**config.mk**
```make
export PLATFORM = sky130hd
export DESIGN_NAME = key_event_scheduler
export DESIGN_NICKNAME = d
export VERILOG_FILES = /design/src/rtl/key_event_scheduler.sv
export SDC_FILE = /design/constraint.sdc
export NUM_CORES = 1
export LEC_CHECK = 0
export ABC_AREA = 1
export CORE_MARGIN = 1
export CORE_UTILIZATION = 30
export DETAILED_ROUTE_END_ITERATION = 8
export MAX_ROUTING_LAYER = met4
export PLACE_DENSITY_LB_ADDON = 0.1
export SLEW_MARGIN = 30
export SYNTH_ARGS = -nofsm -noshare
export SYNTH_HDL_FRONTEND = slang
export SYNTH_SLANG_ARGS = --single-unit
```
**constraint.sdc**
```tcl
create_clock -name clk -period 3.2 [get_ports clk]
set_clock_uncertainty 0.1 [all_clocks]
set_input_delay 0.48 -clock clk [delete_from_list [all_inputs] [get_ports clk]]
set_output_delay 0.48 -clock clk [all_outputs]
set_load 0.01 [all_outputs]
```
**src/rtl/key_event_scheduler.sv**
```systemverilog
// key_event_scheduler: debounced multi-key front end whose per-key
// pending press/release events are delivered round-robin over valid/ready.
module key_event_scheduler #(
   parameter int N_KEYS = 4,
   parameter int SAMPLE_PERIOD = 5000,
   parameter int STABLE_SAMPLES = 10,
   localparam int KW = (N_KEYS > 1) ? $clog2(N_KEYS) : 1,
   localparam int CW = $clog2(STABLE_SAMPLES + 1),
   localparam int TW = (SAMPLE_PERIOD > 1) ? $clog2(SAMPLE_PERIOD) : 1
) (
   input  logic              clk,
   input  logic              rstN,
   input  logic [N_KEYS-1:0] key_in,
   output logic [N_KEYS-1:0] key_state,
   output logic              evt_valid,
   input  logic              evt_ready,
   output logic [KW-1:0]     evt_key,
   output logic              evt_press,
   output logic [N_KEYS-1:0] overrun,
   input  logic              clr_overrun
);

   typedef enum logic {IDLE, OFFER} state_t;

   state_t              state;
   state_t              state_n;
   logic [N_KEYS-1:0]   s1;
   logic [N_KEYS-1:0]   s2;
   logic [TW-1:0]       tcnt;
   logic                tick;
   logic [CW-1:0]       cnt [N_KEYS];
   logic [N_KEYS-1:0]   raise;
   logic [N_KEYS-1:0]   pend;
   logic [N_KEYS-1:0]   ptype;
   logic [N_KEYS-1:0]   clr_pend;
   logic [2*N_KEYS-1:0] dbl;
   logic [N_KEYS-1:0]   rot;
   logic [KW-1:0]       ptr;
   logic [KW-1:0]       sel;
   logic                found;
   logic                grant;
   logic                accept;

   function automatic logic [KW-1:0] wrap_add(input logic [KW-1:0] a,
                                              input int b);
      int s;
      s = int'(a) + b;
      if (s >= N_KEYS) s = s - N_KEYS;
      return KW'(s);
   endfunction

   always_ff @(posedge clk or negedge rstN) begin
      if (!rstN) begin
         s1 <= '0;
         s2 <= '0;
      end else begin
         s1 <= key_in;
         s2 <= s1;
      end
   end

   assign tick = (tcnt == TW'(SAMPLE_PERIOD - 1));

   always_ff @(posedge clk or negedge rstN) begin
      if (!rstN) tcnt <= '0;
      else       tcnt <= tick ? '0 : tcnt + 1'b1;
   end

   always_comb begin
      raise = '0;
      for (int k = 0; k < N_KEYS; k++)
         raise[k] = (s2[k] != key_state[k]) && tick &&
                    (cnt[k] == CW'(STABLE_SAMPLES - 1));
   end

   // Any cycle that agrees with the accepted level restarts the count.
   always_ff @(posedge clk or negedge rstN) begin
      if (!rstN) begin
         for (int k = 0; k < N_KEYS; k++) cnt[k] <= '0;
         key_state <= '0;
      end else begin
         for (int k = 0; k < N_KEYS; k++) begin
            if (s2[k] == key_state[k] || raise[k]) cnt[k] <= '0;
            else if (tick)                         cnt[k] <= cnt[k] + 1'b1;
         end
         key_state <= key_state ^ raise;
      end
   end

   assign dbl = {pend, pend} >> ptr;
   assign rot = dbl[N_KEYS-1:0];

   always_comb begin
      sel   = '0;
      found = 1'b0;
      for (int i = 0; i < N_KEYS; i++) begin
         if (!found && rot[i]) begin
            found = 1'b1;
            sel   = wrap_add(ptr, i);
         end
      end
   end

   assign grant    = (state == IDLE) && (|pend);
   assign accept   = (state == OFFER) && evt_ready;
   assign clr_pend = grant ? (N_KEYS'(1) << sel) : '0;

   // A fresh event for the key being granted simply re-arms its slot.
   always_ff @(posedge clk or negedge rstN) begin
      if (!rstN) begin
         pend    <= '0;
         ptype   <= '0;
         overrun <= '0;
      end else begin
         pend    <= (pend & ~clr_pend) | raise;
         ptype   <= (ptype & ~raise) | (s2 & raise);
         overrun <= (clr_overrun ? '0 : overrun) |
                    (raise & pend & ~clr_pend);
      end
   end

   always_ff @(posedge clk or negedge rstN) begin
      if (!rstN) state <= IDLE;
      else       state <= state_n;
   end

   always_comb begin
      state_n = state;
      unique case (state)
         IDLE:    if (|pend) state_n = OFFER;
         OFFER:   if (evt_ready) state_n = IDLE;
         default: state_n = IDLE;
      endcase
   end

   always_comb begin
      evt_valid = (state == OFFER);
   end

   always_ff @(posedge clk or negedge rstN) begin
      if (!rstN) begin
         evt_key   <= '0;
         evt_press <= 1'b0;
         ptr       <= '0;
      end else begin
         if (grant) begin
            evt_key   <= sel;
            evt_press <= ptype[sel];
         end
         if (accept) ptr <= wrap_add(evt_key, 1);
      end
   end

endmodule
```
==> results.cfg <==
[critical_path]
critical_path_class = register to register
cp.arrival_ns = 2.40
critPathLaunchType = register
end_kind = register
crit_fanout = 15
cp.required_ns = 3.31

[clock_network]
cts_buffer_depth = 2
cts_root_buffer = clkbuf_8
cts_num_sinks = 59
holdBufCountCts = 0
htreeDepth = 3
clock_latency_ns = 0.33
cts_buffers = 9
clkTransAtPathRegs_ns = 0.06
post_cts_buffers = 0
cts_tree = built
cts_resized = 0

[flow_run]
drv_cap = 0

[floorplanning]
die_w_um = 104.4
core_region_area_um2 = 9955
ios = 20
start_util_pct = 31.57
dieArea_um2 = 10890
row_count = 36
dieHeight_um = 104.4

[power_and_ir_drop]
p_int_mw = 1.168
irDropWorstVdd_uv = 185.4
p_clk_share_pct = 41.9
powerDensity_nw_per_um2 = 422.9
p_comb_share_pct = 8.3
p_leak_nw = 1.766
p_sw_mw = 0.3865
sequentialPowerShare_pct = 49.8
switching_share_pct = 24.86

[sta]
tightest_slew_ns = 0.6571
setup_tns_ns = 0
min_period_over_period_pct = 71.55
slew_headroom_pct = 56.19
rsz0062_at_grt = false
fin_crit_ns = 2.290
hold_viol_final = 0
max_freq_mhz = 436.7
postLayoutSetupSlackWorst_ns = 0.9103
slew_viol_final = 0
finalSetupViolations = 0

[routing]
ant_nets = 0
drcViolationCount = 0
wl_per_cell_um = 11.83
firstDrtPassIters = 4
totalWireLength_um = 6398
first_iter_violations = 80
vias_per_cell = 4.346
via_count = 2351

[final_layout]
layout-drive-gt1-share_pct = 14.22
final_core_util_pct = 36.93
stdcell_area_um2 = 3676
most-common-layout-cells = nand2_1 (94), inv_1 (60), dfrtp_1 (59)
syn_to_final_growth_pct = 16.96
diodes = 0
nets = 420
final_cells = 541
final_common_cell = nand2_1

[global_routing]
antenna_found_initial = 0
grt_max_degree = 33
grt.overflow.total = 0
grt_pass1_vias = 2340
grt_use_total_pct = 13.14
grt_pass1_wl_um = 10930

[placement]
place_inst = 525
hpwl_um = 4773
place_ws_ns = 0.8699
gp_congestion = 0.7910
placed_area_um2 = 3485
io_buffers = 19

[synthesis]
syn_inst = 376
ys_async_sr_fraction_pct = 100.0
synth_top_area_share_pct = 46.97
syn_nets = 393
synth_edf_count = 0
synth_seq_cells = 59
syn_area_per_cell_um2 = 8.359
synth_area_leader_cell = dfrtp_1
synth.cell_area_um2 = 3143
synth_top_flop_cell = dfrtp_1
ys_types = 33
ys_seq_area_share_pct = 46.97
yosysWarningCount = 0
ys_top_cells_by_area = dfrtp_1 (47%), nand2_1 (11%), inv_1 (7.2%)

[run_status]
outcome = completed

[min_path]
hp-class = primary input to async pin
[sequential cells by signal (all words and copies together), names as in the netlist, named ones only]
signal,cells
pend,4
evt_key,2
tcnt,13
cnt,16
ptr,2
s2,4
key_state,4
evt_press,1
s1,4
evt_valid,1
overrun,4
[path summary, 6_finish.rpt]
kind,endpoint,from,depth (start not counted),slack (ns)
min in group clk,s2[1]$_DFF_PN0_,s1[1]$_DFF_PN0_,0,0.24
max reg2reg,cnt[0]$_DFFE_PN0P_,tcnt[0]$_DFF_PN0_,10,0.91
min,tcnt[6]$_DFF_PN0_,rstN,1,0.08
max,cnt[0]$_DFFE_PN0P_,tcnt[0]$_DFF_PN0_,10,0.91
min reg2reg,s2[1]$_DFF_PN0_,s1[1]$_DFF_PN0_,0,0.24
max in group asynchronous,s1[1]$_DFF_PN0_,rstN,2,2.32
[power groups by stage]
stage	clock network [mW]	logic (mW)	registers, mW
finish	0.652	0.129	0.773
global route	0.715	0.149	0.776
CTS	0.682	0.133	0.774
detailed placement	0	0.132	0.788
global placement	0	0.131	0.789
floorplan	0	0.0950	0.781
[through the flow]
stage,total power [mW],hold slack [ns]
2_1_floorplan,0.8760,0.08441
3_3_place_gp,0.9195,0.2318
3_5_place_dp,0.9205,0.2356
4_1_cts,1.589,0.08817
5_1_grt,1.640,0.1151
6_report,1.555,0.07950
[kinds of logic after synthesis]
logic type,share of synthesized area (%)
adders and majority gates,3.583
buffers and inverters,9.076
DFF,46.97
muxes,0.3583
and+or+nand+nor,29.34
AOI/OAI and AO/OA,7.046
xor gates and xnor gates,3.623
[critical path, cell delays in order (launching register included)]
cell and delay, ns:
dfrtp_1 0.37, ha_1 0.19, nand2_1 0.10, nor3_1 0.17
nand2_1 0.37, inv_2 0.38, nand2_2 0.16, nand2_1 0.14
inv_1 0.07, nand3_1 0.06, o21ai_0 0.08
[cell type report]
class,count,area (um2)
clock buffer,15,186.4
clock inverter,1,5.005
fill,1016,6279
inverter,68,255.2
multi-input combinational,245,1381
sequential,59,1476
tap,133,166.4
timing repair buffer,20,205.2
[Yosys cell counts, types with 3 or more instances]
library cell,n
nand2_4,4
inv_1,60
o31ai_1,8
nor2_1,13
nand2_1,94
nand2_2,10
inv_2,8
dfrtp_1,59
nand3_2,5
nor2_4,3
nand3_1,37
xnor2_1,7
o21ai_0,17
o21ai_1,3
ha_1,9
nor3_1,6
xor2_1,6
a21oi_1,7
[routing by layer]
metal | global-route usage (%) | vias to the layer above | wire length, um
met5 | - | - | 0
met4 | 5.204 | 0 | 108
met3 | 2.820 | 14 | 134
met2 | 20.39 | 19 | 2935
met1 | 16.65 | 1074 | 3220
li1 | - | 1244 | -
(Power assumes the default switching activity.)
==> patch 1: new RTL, same flow settings <==
`STABLE_SAMPLES`: 10 -> 20.
--- a/src/rtl/key_event_scheduler.sv
+++ b/src/rtl/key_event_scheduler.sv
@@ -3,7 +3,7 @@
 module key_event_scheduler #(
    parameter int N_KEYS = 4,
    parameter int SAMPLE_PERIOD = 5000,
-   parameter int STABLE_SAMPLES = 10,
+   parameter int STABLE_SAMPLES = 20,
    localparam int KW = (N_KEYS > 1) ? $clog2(N_KEYS) : 1,
    localparam int CW = $clog2(STABLE_SAMPLES + 1),
    localparam int TW = (SAMPLE_PERIOD > 1) ? $clog2(SAMPLE_PERIOD) : 1
Behaviour: no difference found for any inputs over 10 cycles, from zero or initial values and one cycle with rstN low; that may be too few to reach the edited logic, so the function may still have changed.
==> patch 1 against the unedited design <==
  * Die area grew 3.2%
  * Power shrank 1.3%
  * Cell area grew 2.6%
  * First-iteration DRC count grew 28%
  * Worst setup slack gained 0.30 ns
  * Synthesized area grew 3.3%
  * Utilization shrank 0.71 points
  * Sequential cell count grew 4
  * Wire length grew 3.5%
  * Via count grew 8.0%
  * Global-route usage grew 0.59 points
  * Largest power group unchanged
  * Worst hold slack lost 0.063 ns
==> patch 1: results (changes against the unedited design) <==
| Metric | Value |
|---|---|
| WL final | `6.62 mm (+3.5%)` |
| H-tree depth | `3 (unchanged)` |
| Synth area leader | `dfrtp_1` |
| Pin count of the biggest net entering global routing | `43 (+30%)` |
| Seq pwr share | `53.1% (+3.3 points)` |
| Fraction of registers with async set/reset | `100% (unchanged)` |
| Status | `finished, final reports clean` |
| Slowest stage cell, crit path | `dfrtp_1` |
| First-pass DRT Iterations | `4 (unchanged)` |
| Worst Setup SP | `tcnt[0]` |
| DP Area | `3600 um2 (+3.3%)` |
| Power share of the clock group | `39.7% (-2.2 points)` |
| Maximum VDD drop | `0.000145 V (-22%)` |
| Detailed Place HPWL | `4.96 mm (+3.9%)` |
| Yosys cell types | `31 (-6.1%)` |
| CTS Buf Count | `9 (unchanged)` |
| Worst R2R Path Depth | `8 (-2)` |
| Critical Path Sink | `cnt[8]` |
| Fmax | `501 MHz (+15%)` |
| Top Registers | `cnt x20, tcnt x13` |
| Lkg Pwr | `1.81 nW (+2.3%)` |
| Postcts setup bufs | `0 (unchanged)` |
| First-pass GRT wire length | `11.8 mm (+7.6%)` |
| Slew Limit Headroom | `65.8% (+9.6 points)` |
| Clock buffer depth | `2 (unchanged)` |
| Clk. pwr | `0.609 mW (-6.6%)` |
| Share of the yosys chip area belonging to registers | `48.6% (+1.6 points)` |
| Vias in the first global route | `2555 (+9.2%)` |
| Net Sw Power | `0.380 mW (-1.6%)` |
| Root Driver | `clkbuf_8` |
| Hold Crit Class | `in -> async` |
| Wirelength per Cell | `11.9 um (+0.72%)` |
| Synth area leaders | `dfrtp_1, nand2_1, inv_1` |
| Post-CTS resize count | `0 (unchanged)` |
| DR vias/cell | `4.57 (+5.1%)` |
| Initial antenna violation count | `0 (unchanged)` |
| DR iter-0 viols | `102 (+28%)` |
| # nets final | `430 (+2.4%)` |
| Clk slew on worst S/H paths | `0.07 ns` |
| IO Port Bufs | `19 (unchanged)` |
| Synth warnings | `0 (unchanged)` |
| Post-Syn Area per Cell | `8.35 um2 (-0.15%)` |
| Post-synth top cells | `nand2_1, dfrtp_1, inv_1, nand3_1, o21ai_0` |
| CP max FO | `8 (-7)` |
| GP Congestion | `0.815 (+3.1%)` |
| Worst EP arrival | `2.10 ns (-0.30 ns)` |
| Largest stage delay on the critical path | `0.37 ns` |
| Placed Instances | `542 (+3.2%)` |
| CP top delay family | `simple AND/OR/NAND/NOR gates` |
| Worst skew pair latency | `0.33 ns (about the same)` |
| Syn nets | `402 (+2.3%)` |
| R2r setup slk | `1.21 ns (+0.30 ns)` |
| Antenna diodes | `0 (unchanged)` |
| Total global routing track utilization | `13.7% (+0.59 points)` |
| Fraction of layout cells with a size suffix above 1 | `13.8% (-0.41 points)` |
==> patch 1: cell types whose count changed in the layout (fill, tap and decap cells not counted), moves of 5 or more <==
cell,change
nor2_1,+6
o21ai_0,+10
nand4_1,+9
nand3_1,-5
o31ai_1,-8
==> patch 1: cell families (layout without fill, tap and decap cells) <==
| group | Yosys count | in the layout | synth area share (%) |
|---|---|---|---|
| AO/OA/AOI/OAI | 41 | 41 | 6.82 |
| AND/OR/NAND/NOR | 202 | 202 | 31.6 |
| buffers and inverters | 67 | 98 | 8.17 |
| XOR/XNOR | 11 | 11 | 2.97 |
| adder cells (fa/ha/maj) | 5 | 5 | 1.93 |
| flip-flops | 63 | 63 | 48.6 |
==> patch 1: worst reg2reg max path: stages (launching register included) <==
cell	delay, ns
dfrtp_1	0.37
ha_1	0.24
nand2_1	0.12
nor3_2	0.23
nand2_4	0.14
nor3_1	0.22
inv_1	0.15
nand2_1	0.22
nor3b_1	0.08
==> patch 1: cell type report <==
| class | count | area (um2) |
|---|---|---|
| Inverter | 63 | 236 |
| Clock inverter | 3 | 20.0 |
| Clock buffer | 11 | 151 |
| Fill cell | 1126 | 6640 |
| Timing Repair Buffer | 21 | 213 |
| Sequential cell | 63 | 1580 |
| Multi-Input combinational cell | 259 | 1410 |
| Tap cell | 136 | 170 |
==> patch 1: routing by layer <==
metal | vias to the layer above | part of all wire [%] | global-route usage [%]
met5 | - | 0 | -
met4 | 0 | 1.3 | 5.95
met3 | 9 | 1.8 | 2.39
met2 | 19 | 48 | 22.0
met1 | 1209 | 48 | 17.1
li1 | 1303 | - | -
==> patch 1: how the worst min path moves through the flow <==
stage,endpoint,slack (ns)
finish,tcnt[5],0.02
global route,tcnt[4],0.05
CTS,cnt[0],0.03
detailed placement,s2[1],0.24
global placement,s2[3],0.23
floorplan,asynchronous set/reset pin,0.08
==> patch 2: new RTL, same settings <==
Made on the original files. Register the output `overrun` once more, with the module's reset; this adds one clock of latency there. The other outputs are not delayed to match.
--- a/src/rtl/key_event_scheduler.sv
+++ b/src/rtl/key_event_scheduler.sv
@@ -21,6 +21,8 @@
 );
 
    typedef enum logic {IDLE, OFFER} state_t;
+
+   logic [N_KEYS-1:0] overrun_s0;
 
    state_t              state;
    state_t              state_n;
@@ -110,11 +112,11 @@
       if (!rstN) begin
          pend    <= '0;
          ptype   <= '0;
-         overrun <= '0;
+         overrun_s0 <= '0;
       end else begin
          pend    <= (pend & ~clr_pend) | raise;
          ptype   <= (ptype & ~raise) | (s2 & raise);
-         overrun <= (clr_overrun ? '0 : overrun) |
+         overrun_s0 <= (clr_overrun ? '0 : overrun_s0) |
                     (raise & pend & ~clr_pend);
       end
    end
@@ -151,4 +153,12 @@
       end
    end
 
+   always_ff @(posedge clk or negedge rstN) begin
+      if (!rstN) begin
+         overrun <= '0;
+      end else begin
+         overrun <= overrun_s0;
+      end
+   end
+
 endmodule
Function: same outputs for any inputs over 10 cycles, from zero or initial values and one cycle with rstN low; that may be too few to reach the edited logic, so the function may still have changed.
==> patch 2 against the unedited design <==
  * Worst setup slack improved by 0.20 ns
  * Synthesized area rose by 1.4%
  * Combinational power fell by 14%
  * Non-clock buffer count rose by 2
  * Sequential cell count rose by 4
  * Clock power rose by 43%
  * Synthesized cell count rose by 1.1%
  * Wire length rose by 1.5%
  * Power rose by 20%
  * Cell area rose by 3.5%
  * Critical path depth rose by 1
  * Fmax rose by 9.4%
==> patch 2: results (changes against the unedited design) <==
| Metric | Value |
|---|---|
| Vias in the first global route | `2483 (+6.1%)` |
| Status | `finished, final reports clean` |
| DP Area | `3530 um2 (+1.2%)` |
| Place WS | `1.10 ns (+0.225 ns)` |
| Yosys cell types | `31 (-6.1%)` |
| Worst R2R Path Depth | `11 (+1)` |
| Total global routing track utilization | `13.8% (+0.70 points)` |
| Largest stage delay on the critical path | `0.63 ns (+0.25 ns)` |
| Hold Crit Class | `reg -> reg` |
| Synth area leaders | `dfrtp_1, nand2_1, inv_1` |
| Worst skew pair latency | `0.35 ns (+0.02 ns)` |
| Final ANT Viol Nets | `0 (unchanged)` |
| Placed Instances | `533 (+1.5%)` |
| First-pass DRT Iterations | `4 (unchanged)` |
| Post-Synth XOR/XNOR Area | `3.85% (+0.23 points)` |
| Fraction of layout cells with a size suffix above 1 | `12.3% (-1.9 points)` |
| Layout Cells excl Fill | `550 (+1.7%)` |
| Slowest stage cell, crit path | `dfrtp_1` |
| Maximum VDD drop | `0.000176 V (-4.8%)` |
| Net Sw Power | `0.421 mW (+8.9%)` |
| Post-Syn Instances | `380 (+1.1%)` |
| Layout fillers | `1056 (+3.9%)` |
| Detailed Place HPWL | `4.75 mm (-0.55%)` |
| Worst-Margin Slew | `0.665 ns (+0.00797 ns)` |
| Compound-Gate Fraction of Synth Area | `6.01% (-1.0 points)` |
| Worst EP arrival | `2.23 ns (-0.17 ns)` |
| R2R Path End | `overrun_s0[0]` |
| Lkg Pwr | `1.82 nW (+3.3%)` |
| Share of the yosys chip area belonging to registers | `49.5% (+2.5 points)` |
| Seq pwr share | `43.8% (-6.0 points)` |
| WHS | `0.250 ns (+0.170 ns)` |
| DR iter-0 viols | `113 (+41%)` |
| CP max FO | `13 (-2)` |
| Crit Reg-Reg Startpoint | `ptr[0]` |
| Wirelength per Cell | `11.8 um (-0.15%)` |
| Syn nets | `397 (+1.0%)` |
| DR vias/cell | `4.45 (+2.4%)` |
| Post-synth top cells | `nand2_1, dfrtp_1, inv_1, nand3_1, nor2_1` |
| Mux contribution to synthesized area | `0% (-0.36 points)` |
| # nets final | `426 (+1.4%)` |
| Post-Synth Adder-Cell Area | `3.53% (-0.049 points)` |
| Pin count of the biggest net entering global routing | `29 (-12%)` |
| First-pass GRT wire length | `11.5 mm (+4.8%)` |
patch 2: changes by cell type in the layout (fill, tap and decap cells not counted), moves of 3 or more:
cell,before,now
a21oi_1,7,4
bufinv_16,0,4
clkbuf_8,13,9
dfrtp_1,59,63
inv_1,60,56
nand2_2,10,4
nand3_1,37,42
nand4_1,1,5
nor2_1,13,19
o22ai_1,0,4
o31ai_1,8,2
patch 2: cells by family (layout without fill, tap and decap cells):
logic type               count (synthesis)  after routing
XOR/XNOR                                14             14
AND/OR/NAND/NOR                        193            193
flip-flops                              63             63
AO/OA/AOI/OAI                           34             34
buffers and inverters                   67            101
adder cells (fa/ha/maj)                  9              9
patch 2: area by class of cell:
type	instances	area, um2	area share (%)
sequential	63	1580	41.4
clock inverter	7	145	3.81
timing repair buffer	22	210	5.52
clock buffer	9	124	3.26
multi-input combinational	250	1340	35.3
tap	136	170	4.47
inverter	63	236	6.22
patch 2: power by group through the flow:
stage               clock [mW]  sequential, mW  combinational, mW
floorplan                    0           0.825             0.0777
global placement             0           0.831              0.111
detailed placement           0           0.831              0.112
CTS                      0.968           0.815              0.113
global route              1.00           0.817              0.127
finish                   0.935           0.815              0.111
patch 2: worst max path at each step:
stage,end,slack (ns)
floorplan,tcnt[12],1.59
global placement,overrun_s0[0],1.09
detailed placement,overrun_s0[0],1.10
CTS,overrun_s0[0],1.08
global route,overrun_s0[0],0.94
finish,overrun_s0[0],1.11
patch 2: timing repair:
item	CTS	global route
hold endpoints to repair	8	0
setup buffers	0	0
hold buffers	1	0
patch 2: layer usage:
layer  share of wire, %  routed length, um  vias up  track usage (%)
li1                   -                  -     1267                -
met1                 50               3240     1143             17.3
met2                 46               2980       28             20.8
met3                2.4                159       10             3.74
met4                1.8                115        0             6.44
met5                  0                  0        -                -
